<file path="src/rtl/fifo_pkg.sv">
// fifo_pkg: shared constants and width helpers for param_fifo and fifo_ram
package fifo_pkg;
   localparam int DEF_DATA_WIDTH = 8;
   localparam int DEF_FIFO_DEPTH = 16;
   function automatic int clog2(input int v);
      int r;
      r = 0;
      while ((1 << r) < v) r++;
      return r;
   endfunction
   function automatic int addr_w(input int depth);
      return (clog2(depth) < 1) ? 1 : clog2(depth);
   endfunction
   function automatic int cnt_w(input int depth);
      return addr_w(depth) + 1;
   endfunction
endpackage

</file>
<file path="src/rtl/fifo_ram.sv">
// fifo_ram: DEPTH x DW storage, one synchronous write port, one asynchronous read port
//   clk, we, waddr, wdata : write port (written on rising edge when we)
//   raddr, rdata          : combinational read port
module fifo_ram #(
   parameter int DW    = 8,
   parameter int DEPTH = 16,
   parameter int AW    = 4
) (
   input  logic          clk,
   input  logic          we,
   input  logic [AW-1:0] waddr,
   input  logic [DW-1:0] wdata,
   input  logic [AW-1:0] raddr,
   output logic [DW-1:0] rdata
);
   logic [DW-1:0] mem [DEPTH];
   always_ff @(posedge clk)
      if (we) mem[waddr] <= wdata;
   assign rdata = mem[raddr];
endmodule

</file>
<file path="src/rtl/param_fifo.sv">
// param_fifo: synchronous FIFO with occupancy count, programmable thresholds and error pulses
//   clk, rst (async, active-high)
//   we/data_in write side; re/data_out read side
//   empty, full, almost_full, almost_empty, count: decoded from registered occupancy
//   overflow/underflow: single-cycle pulse after a rejected write/read
//   FIFO_FWFT_EN: first-word-fall-through (data_out = head word, valid while !empty);
//   undefined: data_out registered, updated the cycle after an accepted read
module param_fifo
   import fifo_pkg::*;
#(
   parameter int DATA_WIDTH = DEF_DATA_WIDTH,
   parameter int FIFO_DEPTH = DEF_FIFO_DEPTH,
   parameter int AF_LEVEL   = FIFO_DEPTH - 2,
   parameter int AE_LEVEL   = 2
) (
   input  logic                          clk,
   input  logic                          rst,
   input  logic                          we,
   input  logic                          re,
   input  logic [DATA_WIDTH-1:0]         data_in,
   output logic [DATA_WIDTH-1:0]         data_out,
   output logic                          empty,
   output logic                          full,
   output logic                          almost_full,
   output logic                          almost_empty,
   output logic [cnt_w(FIFO_DEPTH)-1:0]  count,
   output logic                          overflow,
   output logic                          underflow
);
   localparam int AW = addr_w(FIFO_DEPTH);
   localparam int CW = cnt_w(FIFO_DEPTH);
   logic [AW-1:0] wr_ptr, rd_ptr;
   logic [DATA_WIDTH-1:0] rdata;
   logic wr_ok, re_ok;
   assign empty        = count == '0;
   assign full         = count == CW'(FIFO_DEPTH);
   assign almost_full  = count >= CW'(AF_LEVEL);
   assign almost_empty = count <= CW'(AE_LEVEL);
   // a read freeing a slot lets a write into a full FIFO on the same edge
   assign re_ok = re & ~empty;
   assign wr_ok = we & (~full | re_ok);
   fifo_ram #(.DW(DATA_WIDTH), .DEPTH(FIFO_DEPTH), .AW(AW)) u_ram (
      .clk   (clk),
      .we    (wr_ok),
      .waddr (wr_ptr),
      .wdata (data_in),
      .raddr (rd_ptr),
      .rdata (rdata)
   );
   always_ff @(posedge clk or posedge rst)
      if (rst) begin
         wr_ptr    <= '0;
         rd_ptr    <= '0;
         count     <= '0;
         overflow  <= 1'b0;
         underflow <= 1'b0;
      end else begin
         if (wr_ok) wr_ptr <= wr_ptr + AW'(1);
         if (re_ok) rd_ptr <= rd_ptr + AW'(1);
         if (wr_ok != re_ok) count <= wr_ok ? count + CW'(1) : count - CW'(1);
         overflow  <= we & ~wr_ok;
         underflow <= re & ~re_ok;
      end
`ifdef FIFO_FWFT_EN
   assign data_out = rdata;
`else
   always_ff @(posedge clk or posedge rst)
      if (rst) data_out <= '0;
      else if (re_ok) data_out <= rdata;
`endif
endmodule

</file>
<file path="config.mk">
export PLATFORM = sky130hd
export DESIGN_NAME = param_fifo
export DESIGN_NICKNAME = d
export VERILOG_FILES = /design/src/rtl/fifo_pkg.sv /design/src/rtl/fifo_ram.sv /design/src/rtl/param_fifo.sv
export SDC_FILE = /design/constraint.sdc
export NUM_CORES = 1
export LEC_CHECK = 0
export CORE_UTILIZATION = 35
export DETAILED_ROUTE_END_ITERATION = 12
export SYNTH_ARGS = -nofsm -noshare
export SYNTH_HDL_FRONTEND = slang
export SYNTH_SLANG_ARGS = --single-unit
</file>
<file path="constraint.sdc">
create_clock -name clk -period 2.2 [get_ports clk]
set_clock_uncertainty 0.05 [all_clocks]
set_input_delay 0.55 -clock clk [delete_from_list [all_inputs] [get_ports clk]]
set_output_delay 0.55 -clock clk [all_outputs]
set_load 0.03 [all_outputs]
</file>
==> reports/metrics.cfg <==
[synth]
synth_edf_count = 128
synth_top_area_share_pct = 62.6
synthFlopType = edfxtp_1
synth_commonest_cells = 128 x edfxtp_1, 32 x mux4_2, 23 x dfrtp_1
synthArstFlopShare_pct = 15.2
yosysMostFrequentCell = edfxtp_1
synth.area.top_cells = edfxtp_1 63%, mux4_2 12%, dfrtp_1 9.4%
syn_avg_cell_area_um2 = 19.4
yosysTopAreaCell = edfxtp_1
synth.net_count = 337
synth.distinct_cells = 41
syn_inst = 316
ys_warn_count = 0
yosysSeqAreaShare_pct = 72.0
ys_seq_elements = 151
netlist_area_mm2 = 0.00614

[grt]
grt_use_total_pct = 14.5
antenna_found_initial = 0
grt_pass1_vias = 3266
grt_max_degree = 27
overflow = 0
grt_pass1_wl_mm = 18.9

[power_and_ir_drop]
power_frac_clock_pct = 28.5
pwr-share-comb_pct = 34.8
vdd_drop_max_mv = 0.730
share_seq_of_total_power_pct = 36.7
switchingPower_mw = 3.25
p_leak_nw = 2.82
p_per_area_mw_per_mm2 = 1320
switching_share_pct = 30.8
p_int_mw = 7.29
total_power_mw = 10.5

[cells_and_area]
multi_input_area_mm2 = 0.00175
drive_gt1_share_pct = 38.1
nets = 428
antennaDiodeCount = 0
area_delta_synth_final_pct = 30.0
fillCellCount = 1416
regArea_mm2 = 0.00443

[sta]
min_period_ps = 2360
slew_headroom_pct = 60.2
fin_crit_sh_pct = 107
drv_slew = 0
setup_viol = 4
worst_slack_ps = -158
tightest_slew_ps = 595
max_freq_ghz = 0.424
rsz0062_at_grt = true
finalHoldViolations = 0

[clocking]
h-tree-depth = 4
clk_pin_slew_worst_paths_ps = 60
cts_buffers = 17
clk_latency_ps = 420
clock_path_buffers = 2
clk_root_buffer_cell = clkbuf_16
cts_sinks = 151
cts_tree = done

[route]
wl_per_cell_um = 18.4
via_count = 3179
drt_iter0_drc = 221
firstDrtPassIters = 8
drc = 1
ant_nets = 0
vias_per_cell = 4.93
routed_wl_mm = 11.9

[floorplanning]
core-area_mm2 = 0.0172
die_y_um = 134
start_util_pct = 35.6
ioPinCount = 31
dieArea_mm2 = 0.0181
die_w_um = 134
rows = 48

[placed_design]
hpwl_mm = 8.01
port_buffers = 30
globalplace.congestion = 0.781
dp_slack_ps = -452

[setup_path]
r2r_start = count[3]$_DFFE_PP0P_
critPathLaunch = count[3]$_DFFE_PP0P_
cp.required_ps = 1600
crit_path_max_fanout = 4
start_kind = flop
cp.arrival_ps = 1760
reg2regPathDepth = 9
critPathKind = reg2out
worst_setup_path_end_kind = output pin

[hold_path]
hold_path.class = in2async

[outcome]
status = complete, but fails checks
violations = DRC, setup timing

[run]
maxCapViolCount = 0

## flip-flops by register name, summed over array words and instances, names as in the netlist
signal     cells
wr_ptr         4
rd_ptr         4
count          5
u_ram.mem    128
underflow      1
data_out       8
overflow       1
## path summary, 6_finish.rpt
path | endpoint | slack [ps]
min in group clk | data_out[4]$_DFFE_PP0P_ | 460
hold reg to reg | data_out[4]$_DFFE_PP0P_ | 460
setup reg to reg | count[4]$_DFFE_PP0P_ | -10
setup / recovery | empty | -160
hold / removal | count[2]$_DFFE_PP0P_ | 460
max in group asynchronous | count[4]$_DFFE_PP0P_ | 1370
## logic make-up (layout without fill, tap and decap cells)
family                   Yosys count  in the layout  synth area share (%)
AND/OR/NAND/NOR                   50             50                  4.53
multiplexers                      52             52                  15.3
flip-flops                       151            151                  72.0
AO/OA/AOI/OAI                     22             22                  3.34
adder cells (fa/ha/maj)            9              9                  1.96
buffers and inverters             23            127                  1.61
XOR/XNOR                           9              9                  1.28
## cell usage in the layout (no fill, tap or decap), drive strengths merged, types with 12 or more instances in the layout
| cell type | n |
|---|---|
| mux4 | 32 |
| dfrtp | 23 |
| edfxtp | 128 |
| mux2i | 17 |
| inv | 12 |
| clkbuf | 20 |
| buf | 59 |
| clkdlybuf4s50 | 21 |
| nand2 | 15 |
## cell type report
type / count / share of cell area [%]
multi-input cells: 142 / 21.9
clock inverters: 12 / 2.10
clock buffers: 20 / 5.72
well taps: 225 / 3.53
inverters: 9 / 0.455
repair buffers: 86 / 10.8
flip-flops and latches: 151 / 55.5
## power by group through the flow
| stage | clock, mW | combinational, mW | sequential (mW) |
|---|---|---|---|
| 2_1_floorplan | 0 | 2.08 | 4.07 |
| 3_3_place_gp | 0 | 3.45 | 3.93 |
| 3_5_place_dp | 0 | 3.48 | 3.95 |
| 4_1_cts | 3.06 | 3.64 | 3.86 |
| 5_1_grt | 3.17 | 3.96 | 3.91 |
| 6_report | 3.01 | 3.67 | 3.87 |
## what timing repair did
action                                 in CTS  in global routing
setup endpoints to repair                  10                  5
setup buffers                              10                  4
pin swaps                                   8                  6
endpoints found under the hold margin       0                  0
gates resized for setup                     9                 16
hold buffers                                0                  0
## worst max-delay path, cell delays in order, from the launching register on
cell and delay [ps]:
dfrtp_2 410, buf_6 120, or4_4 560, nor2_4 120
buf_6 140
## per-layer routing
layer | GRT usage, % | routed length (um) | share of wire [%]
met4 | 6.55 | 208 | 1.8
met1 | 18.9 | 5350 | 45
met2 | 23.2 | 5950 | 50
met3 | 3.25 | 368 | 3.1
met5 | 0 | 0 | 0
## through the flow
stage,setup TNS (ps),std cells,cell area [um2],utilization [%],hold slack (ps)
after global placement,-27320,599,7180,41.7,447
after CTS,-420,641,7880,45.7,463
after detailed placement,-29650,599,7180,41.7,443
after floorplan,-268,316,6220,-,493
final,-343,645,7980,46.3,456
after global routing,-721,645,7980,46.3,483
No activity file was read; power rests on OpenSTA's default activity.
